$ cat src/rtl/des_pkg.sv
// Shared types and constants for the iterative DES round controller.
package des_pkg;

    localparam int unsigned DES_ROUNDS = 16;
    localparam int unsigned IDX_W      = 4;
    localparam int unsigned SHIFT_W    = 2;

    typedef enum logic [1:0] {
        ST_IDLE  = 2'd0,
        ST_LOAD  = 2'd1,
        ST_ROUND = 2'd2,
        ST_DONE  = 2'd3
    } state_e;

    // Encrypt C/D left-rotate amount per round; entry i lives at bits [2*i +: 2].
    localparam logic [2*DES_ROUNDS-1:0] ENC_SHIFT_TABLE = {
        2'd1, 2'd2, 2'd2, 2'd2, 2'd2, 2'd2, 2'd2, 2'd1,   // rounds 15..8
        2'd2, 2'd2, 2'd2, 2'd2, 2'd2, 2'd2, 2'd1, 2'd1    // rounds 7..0
    };

    // Left-rotate amount for an encrypt round.
    function automatic logic [SHIFT_W-1:0] enc_shift(input logic [IDX_W-1:0] idx);
        return ENC_SHIFT_TABLE[{idx, 1'b0} +: SHIFT_W];
    endfunction

    // Right-rotate amount for a decrypt round: PC1(key) already equals K16's C/D,
    // so round 0 needs no rotation; later rounds undo the encrypt rotations.
    function automatic logic [SHIFT_W-1:0] dec_shift(input logic [IDX_W-1:0] idx);
        return (idx == IDX_W'(0)) ? SHIFT_W'(0) : enc_shift(idx);
    endfunction

endpackage

$ cat src/rtl/des_shift_sched.sv
// Key-schedule rotate amount and direction for a given round and mode.
module des_shift_sched
    import des_pkg::*;
(
    input  logic [IDX_W-1:0]   round_idx,
    input  logic               mode,
    output logic [SHIFT_W-1:0] key_shift,
    output logic               key_dir
);

    // Select the table for the current direction.
    always_comb begin
        key_dir   = mode;
        key_shift = mode ? dec_shift(round_idx) : enc_shift(round_idx);
    end

endmodule

$ cat src/rtl/des_round_ctrl.sv
// Sequencer for the iterative DES Feistel round datapath.
module des_round_ctrl
    import des_pkg::*;
#(
    parameter int unsigned F_LATENCY = 1,
    parameter int unsigned ROUNDS    = DES_ROUNDS
) (
    input  logic               clk,
    input  logic               rst,
    input  logic               in_valid,
    output logic               in_ready,
    input  logic               in_decrypt,
    output logic               round_load,
    output logic               round_en,
    output logic [IDX_W-1:0]   round_idx,
    output logic [SHIFT_W-1:0] key_shift,
    output logic               key_dir,
    output logic               last_round,
    output logic               out_valid,
    input  logic               out_ready,
    output logic               busy
);

    localparam int unsigned SUB_W = 2;
    localparam logic [SUB_W-1:0] SUB_LAST = SUB_W'(F_LATENCY - 1);
    localparam logic [IDX_W-1:0] IDX_LAST = IDX_W'(ROUNDS - 1);

    state_e             state, state_nxt;
    logic [IDX_W-1:0]   idx_nxt;
    logic [SUB_W-1:0]   sub_cnt, sub_nxt;
    logic               mode, mode_nxt;
    logic [SHIFT_W-1:0] sched_shift;
    logic               sched_dir;

    des_shift_sched u_sched (
        .round_idx (round_idx),
        .mode      (mode),
        .key_shift (sched_shift),
        .key_dir   (sched_dir)
    );

    // State, round counter, f-function sub-counter and latched mode.
    always_ff @(posedge clk) begin
        if (rst) begin
            state     <= ST_IDLE;
            round_idx <= '0;
            sub_cnt   <= '0;
            mode      <= 1'b0;
        end else begin
            state     <= state_nxt;
            round_idx <= idx_nxt;
            sub_cnt   <= sub_nxt;
            mode      <= mode_nxt;
        end
    end

    // Next-state and output decode.
    always_comb begin
        state_nxt  = state;
        idx_nxt    = round_idx;
        sub_nxt    = sub_cnt;
        mode_nxt   = mode;
        in_ready   = 1'b0;
        round_load = 1'b0;
        round_en   = 1'b0;
        key_shift  = '0;
        key_dir    = sched_dir;
        last_round = 1'b0;
        out_valid  = 1'b0;
        busy       = 1'b1;

        unique case (state)
            ST_IDLE: begin
                busy     = 1'b0;
                in_ready = 1'b1;
                if (in_valid) begin
                    mode_nxt  = in_decrypt;
                    state_nxt = ST_LOAD;
                end
            end
            ST_LOAD: begin
                round_load = 1'b1;
                idx_nxt    = '0;
                sub_nxt    = '0;
                state_nxt  = ST_ROUND;
            end
            ST_ROUND: begin
                key_shift  = sched_shift;
                last_round = (round_idx == IDX_LAST);
                if (sub_cnt == SUB_LAST) begin
                    round_en = 1'b1;
                    sub_nxt  = '0;
                    if (round_idx == IDX_LAST) begin
                        idx_nxt   = '0;
                        state_nxt = ST_DONE;
                    end else begin
                        idx_nxt = round_idx + IDX_W'(1);
                    end
                end else begin
                    sub_nxt = sub_cnt + SUB_W'(1);
                end
            end
            ST_DONE: begin
                out_valid = 1'b1;
                if (out_ready) begin
                    state_nxt = ST_IDLE;
                end
            end
            default: begin
                state_nxt = ST_IDLE;
            end
        endcase
    end

endmodule
$ cat config.mk
export PLATFORM = sky130hd
export DESIGN_NAME = des_round_ctrl
export DESIGN_NICKNAME = d
export VERILOG_FILES = /design/src/rtl/des_pkg.sv /design/src/rtl/des_shift_sched.sv /design/src/rtl/des_round_ctrl.sv
export SDC_FILE = /design/constraint.sdc
export NUM_CORES = 1
export LEC_CHECK = 0
export BUFFER_PORTS_ARGS = -buffer_cell sky130_fd_sc_hd__buf_2
export CAP_MARGIN = 20
export CORE_UTILIZATION = 50
export CTS_CLUSTER_SIZE = 40
export DETAILED_ROUTE_END_ITERATION = 8
export HOLD_SLACK_MARGIN = 0.06
export PLACE_DENSITY = 0.75
export SLEW_MARGIN = 20
export SYNTH_ARGS = -nofsm -noshare
export SYNTH_HDL_FRONTEND = slang
export SYNTH_SLANG_ARGS = --single-unit
$ cat constraint.sdc
create_clock -name clk -period 1.8 [get_ports clk]
set_clock_uncertainty 0.15 [all_clocks]
set_input_delay 0.36 -clock clk [delete_from_list [all_inputs] [get_ports clk]]
set_output_delay 0.36 -clock clk [all_outputs]
set_load 0.01 [all_outputs]
==> metrics, run 1 <==
routed via count 642; final wirelength 1530 um; critical path data required time about 1.3 ns; worst hold slack 0.203 ns; adder-cell share of the synthesized area 20.3%; Top delay family on crit path flip-flops; num rows 12; die area 1510 um^2; Mapped Area 679 um^2; status finished, final reports clean; Worst-Skew Late Latency ~0.26 ns; CTS tree yes; initial core utilization 57.3%; CP bufs+invs 2; detailed placement HPWL 1020 um; pwr dens 1000 nW/um^2; Worst Tran Pin Value approximately 0.37 ns; Worst setup startpoint round_idx[0]$_SDFFE_PP0P_; Final Hold Fails 0; Yosys cell types 27; initial antenna violation count 0; number of buffers created by CTS 3; GPL Wtd Cong 0.745; CTS clk-pin slew, worst paths 0.06 ns; Max Cap Viol 0; Post-Place Setup Slack roughly 0.050 ns; Slew Limit Fails 0; Cells after Synth 82; fmax 559 MHz; sequential share of the synthesized area 26.5%; synth warn 0; hold crit path type primary input to flip-flop; crit path kind flip-flop to output port; Post-route DRC 0; share of cells above drive strength 1 44.3%; ANT cells 0; final net count 123; min-delay src in_decrypt; Core Box Area between 1000 and 1500 um^2; largest net degree at the start of global routing 11; DR iter-0 viols 14; shortest period the worst path allows 1.79 ns; syn_nets 98; critical path startpoint category flip-flop; Post-Synth XOR/XNOR Area 0%; crit end category output port; Tot Pwr 906 uW; Static Leak 0.391 nW; Worst Slack Setup Final 0.0111 ns; Fin Setup TNS 0 ns; Vias per Instance approximately 5.4; RSZ-0062 raised after global routing yes; VDD IR max 0.714 mV; WL/cell 12.8 um; First-pass DRT Iterations 4; Synth Area in Simple Gates 30.8%; first-pass GRT wire length 2210 um; CTS Sinks 9; Synth Register Bits 9; final cycle utilization of the critical path 99.4%; Longest Clk Path Bufs 2; GRT overflow 0; chip width 38.9 um; mux cell area share after synthesis 2.95%; CTS root buf clkbuf_4; # setup viols final 0; total I/O pin count 18; Synth Area per Inst 8.29 um^2; Die Ht 38.9 um; Compound-Gate Fraction of Synth Area 11.0%; critical path data arrival time about 1.3 ns; crit path max-delay cell type dfxtp_4; Crit Path Max Fanout 4; fillers 95; Layout area overhead 32.8%; crit-path cells inv_4, ha_4, nand2_1, a21o_1, a21oi_2, buf_2; Max transition margin between 70% and 80%; PortBufs 17; H-Tree Depth 1; total track usage 22.0%; largest family of logic cells by synthesized area simple AND/OR/NAND/NOR gates; vias in the first global route 557; CP max stage delay 0.36 ns; Detail Route Antenna Nets 0; worst r2r src state[1]$_SDFFE_PP0P_
==> registers in the layout (all words and copies together) (netlist names) <==
register	flops
mode	1
round_idx	4
state	2
sub_cnt	2
==> synthesized netlist by cell type <==
| library cell | n | area share (%) |
|---|---|---|
| inv_1 | 8 | 4.4 |
| buf_6 | 1 | 1.7 |
| or2_2 | 2 | 1.8 |
| or3b_2 | 1 | 1.3 |
| mux2i_1 | 2 | 2.9 |
| a21oi_1 | 7 | 5.2 |
| a22oi_1 | 1 | 1.1 |
| a211oi_1 | 1 | 1.1 |
| nand2_1 | 9 | 5.0 |
| and2_1 | 1 | 0.92 |
| a2111o_1 | 1 | 1.7 |
| nand3_4 | 1 | 2.6 |
| ha_1 | 11 | 20 |
| nor2_1 | 2 | 1.1 |
| dfxtp_1 | 9 | 27 |
| buf_2 | 1 | 0.74 |
| nor2b_1 | 3 | 2.8 |
| a21o_1 | 1 | 1.1 |
| a31oi_1 | 1 | 0.92 |
| nand4bb_1 | 1 | 1.7 |
| nand2b_1 | 5 | 4.6 |
| nand3b_1 | 1 | 1.1 |
| nor4_1 | 1 | 0.92 |
| nand4_1 | 2 | 1.8 |
| buf_4 | 1 | 1.1 |
| clkbuf_1 | 1 | 0.55 |
| nand3_1 | 7 | 5.2 |
==> worst paths after layout <==
check | endpoint | slack [ns] | depth (start not counted)
hold reg to reg | sub_cnt[0]$_SDFFE_PP0P_ | 0.32 | 2
setup reg to reg | state[0]$_SDFFE_PP0P_ | 0.08 | 5
hold / removal | mode$_SDFFE_PP0P_ | 0.20 | 3
setup / recovery | key_shift[0] | 0.01 | 6
==> layout make-up <==
cell class | instances | area (um^2) | share of cell area [%]
inverters | 8 | 37.5 | 4.16
repair buffers | 24 | 141 | 15.7
multi-input cells | 61 | 483 | 53.5
flip-flops and latches | 9 | 196 | 21.8
clock buffers | 4 | 26.3 | 2.91
well taps | 14 | 17.5 | 1.94
==> cell usage in the layout, fill, tap and decap left out, drive strengths merged, types with 2 or more instances in the layout <==
cell	count
nor2b	3
ha	11
a21oi	7
nand4	2
nand2b	5
or2	2
nand3	8
mux2i	2
buf	24
dfxtp	9
clkbuf	4
inv	8
nor2	2
nand2	9
==> metal layers <==
| metal | track usage [%] | vias to the layer above | wire (um) |
|---|---|---|---|
| li1 | - | 328 | - |
| met1 | 20.2 | 297 | 591 |
| met2 | 45.0 | 15 | 861 |
| met3 | 8.67 | 2 | 58 |
| met4 | 2.59 | 0 | 21 |
| met5 | 0 | - | 0 |
==> power by group <==
part	switching, mW	internal (mW)	total, mW
combinational	0.249	0.229	0.478
sequential	0.0389	0.232	0.271
clock	0.0718	0.0855	0.157
total	0.360	0.546	0.906
==> through the flow <==
stage | area (um^2) | util [%] | instances
after floorplan | 679 | - | 82
after global placement | 769 | 64.9 | 111
after detailed placement | 769 | 64.9 | 111
after CTS | 875 | 73.7 | 119
after global routing | 902 | 76.1 | 120
final | 902 | 76.1 | 120
==> logic make-up after synthesis <==
family / Yosys count
flops: 9
buf+inv: 12
mux: 2
fa+ha+maj: 11
simple gates: 36
compound gates: 12
==> worst register-to-register path, cell delays in order, from the launching register on <==
cell      delay [ns]
dfxtp_2         0.37
inv_1           0.08
ha_1            0.23
nor2b_1         0.16
a2111o_1        0.43
a211oi_2        0.22
==> repair_timing <==
item,in CTS,in global routing
gates resized for setup,18,8
endpoints found under the hold margin,0,0
buffers inserted,4,1
hold buffers,0,0
setup endpoints to repair,3,5
pin swaps,1,3
Note: power is estimated with default switching activity, not from simulation.
==> run 2, diff against run 1 <==
PLACE_DENSITY = unset   (was 0.75)
PLACE_DENSITY_LB_ADDON = 0.05   (was unset)
SLEW_MARGIN = unset   (was 20)
clock period = 1.7 ns   (was 1.8 ns; I/O delays follow)
==> run 2 against run 1 <==
Net effect:
- the flow now finishes with violations (negative setup slack)
- sequential power up 7%
- clock power up 5%
- final area up 18%
- register-to-register slack got worse by 0.05 ns
- combinational power is 47% higher
- flip-flop and latch count unchanged
- global-route usage rose by 3.0 points
- non-clock buffer count up 11
- first-iteration DRC count fell by 14%
- core utilization is 13 points higher
- worst setup slack got worse by 0.097 ns
- cell count up 9.2%
- critical path type unchanged
==> metrics, run 2 (synthesis gave the netlist of run 1 again) <==
GPL Wtd Cong 0.807; Static Leak 0.462 nW; hold crit path type primary input to flip-flop; initial core utilization 57.3%; PortBufs 17; initial antenna violation count 0; H-Tree Depth 1; # setup viols final 3; Worst Slack Setup Final -0.0859 ns; final wirelength roughly 1900 um; Worst Tran Pin Value 0.332 ns; Worst setup endpoint key_shift[1]; Slew Limit Fails 0; Layout area overhead 56.2%; critical path data arrival time between 1 and 1.5 ns; DR iter-0 viols 12; max reg flops 4; RSZ-0062 raised after global routing yes; CTS Sinks 9; die area 1510 um^2; Worst-Skew Late Latency 0.25 ns; Vias per Instance approximately 5.3; fillers 55; pwr dens 1090 nW/um^2; largest net degree at the start of global routing 11; RR Endpoint state[0]$_SDFFE_PP0P_; status finished with violations; GRT overflow 0; Core Box Area 1190 um^2; final net count 134; num rows 12; Die Ht 38.9 um; vias in the first global route 634; Post-route DRC 0; fmax around 560 MHz; VDD IR max 0.894 mV; CTS tree yes; shortest period the worst path allows 1.79 ns; Max transition margin 77.7%; Max Cap Viol 0; Reg2Reg Depth 6; Fin Setup TNS -0.154 ns; Final Hold Fails 0; commonest non-fill, non-tap cells in the layout buf_2, buf_4, buf_6; Tot Pwr roughly 1.2 mW; crit end category output port; total I/O pin count 18; CTS clk-pin slew, worst paths 0.07 ns; Clock power frac roughly 14%; Worst setup startpoint round_idx[1]$_SDFFE_PP0P_; Longest Clk Path Bufs 2; internal power 713 uW; Logic pwr share around 61%; Crit Path Max Fanout 5; CTS root buf clkbuf_4; crit path kind flip-flop to output port; chip width 38.9 um; Regs by FF count round_idx (4), state (2), sub_cnt (2); share of cells above drive strength 1 roughly 56%; critical path data required time 1.21 ns; first-pass GRT wire length approximately 2600 um; final cycle utilization of the critical path 105%; Switching Share 38.4%; worst r2r src state[0]$_SDFFE_PP0P_; most flop-heavy register round_idx; failing checks negative setup slack; WL/cell 14.3 um; routed via count 696; Psw 444 uW; Reg2Reg Setup Slack 0.03 ns; Detail Route Antenna Nets 0; critical path startpoint category flip-flop; most common cell after layout, fill and taps aside buf_2; Seq pwr share 24.9%; ANT cells 0; total track usage roughly a quarter; number of buffers created by CTS 3; detailed placement HPWL 1100 um; First-pass DRT Iterations 4
run 2: cell types whose count changed in the layout (fill, tap and decap cells not counted), sizes merged:
cell  before  now
buf       24   35
run 2: how the worst min path moves through the flow:
| stage | from | to | slack, ns | cells after the start |
|---|---|---|---|---|
| 3_3_place_gp | sub_cnt[0]$_SDFFE_PP0P_ | sub_cnt[0]$_SDFFE_PP0P_ | 0.31 | 2 |
| 2_1_floorplan | sub_cnt[0]$_SDFFE_PP0P_ | sub_cnt[0]$_SDFFE_PP0P_ | 0.30 | 2 |
| 4_1_cts | in_decrypt | mode$_SDFFE_PP0P_ | 0.18 | 3 |
| 6_report | in_decrypt | mode$_SDFFE_PP0P_ | 0.20 | 3 |
| 5_1_grt | in_decrypt | mode$_SDFFE_PP0P_ | 0.19 | 3 |
| 3_5_place_dp | sub_cnt[0]$_SDFFE_PP0P_ | sub_cnt[0]$_SDFFE_PP0P_ | 0.33 | 2 |
run 2: metal layers:
| layer | GRT usage, % | wire (um) | up-vias |
|---|---|---|---|
| met4 | 0 | 0 | 0 |
| li1 | - | - | 350 |
| met1 | 30.3 | 817 | 330 |
| met2 | 47.1 | 984 | 16 |
| met3 | 5.20 | 69 | 0 |
| met5 | 0 | 0 | - |
run 2: cell type report:
cell class	count	area, um^2	area share (%)
well taps	14	17.5	1.65
inverters	8	37.5	3.54
multi-input cells	61	522	49.2
clock buffers	4	26.3	2.48
flip-flops and latches	9	200	18.9
repair buffers	35	258	24.3
run 2: power groups by stage:
stage               logic (mW)  registers, mW  clock network, mW
floorplan                0.296          0.275                  0
global placement         0.482          0.269                  0
detailed placement       0.490          0.269                  0
CTS                      0.561          0.287              0.172
global route             0.751          0.293              0.180
finish                   0.704          0.289              0.165
run 2: critical path, cell delays in order, from the launching register on:
cell and delay (ns):
dfxtp_4 0.38, ha_4 0.18, buf_6 0.11, nand2_2 0.04
nand2_1 0.05, a21oi_1 0.15, buf_2 0.14
run 2: repair_timing:
item                                    in CTS  in global routing
endpoints found under the setup margin       7                  7
buffers inserted                             7                  3
gates cloned                                 0                  0
gates resized for setup                     37                  8
pin swaps                                    6                  4
hold buffers                                 0                  0
run 2: through the flow:
step                hold slack (ns)  worst slack [ns]  cell area [um^2]  util [%]  std cells
global route                  0.186            -0.136              1060      89.5        131
detailed placement            0.330           -0.0234               815      68.7        117
floorplan                     0.295            0.0147               679         -         82
finish                        0.200           -0.0859              1060      89.5        131
global placement              0.305           -0.0173               815      68.7        117
CTS                           0.181           -0.0706              1010      84.8        128
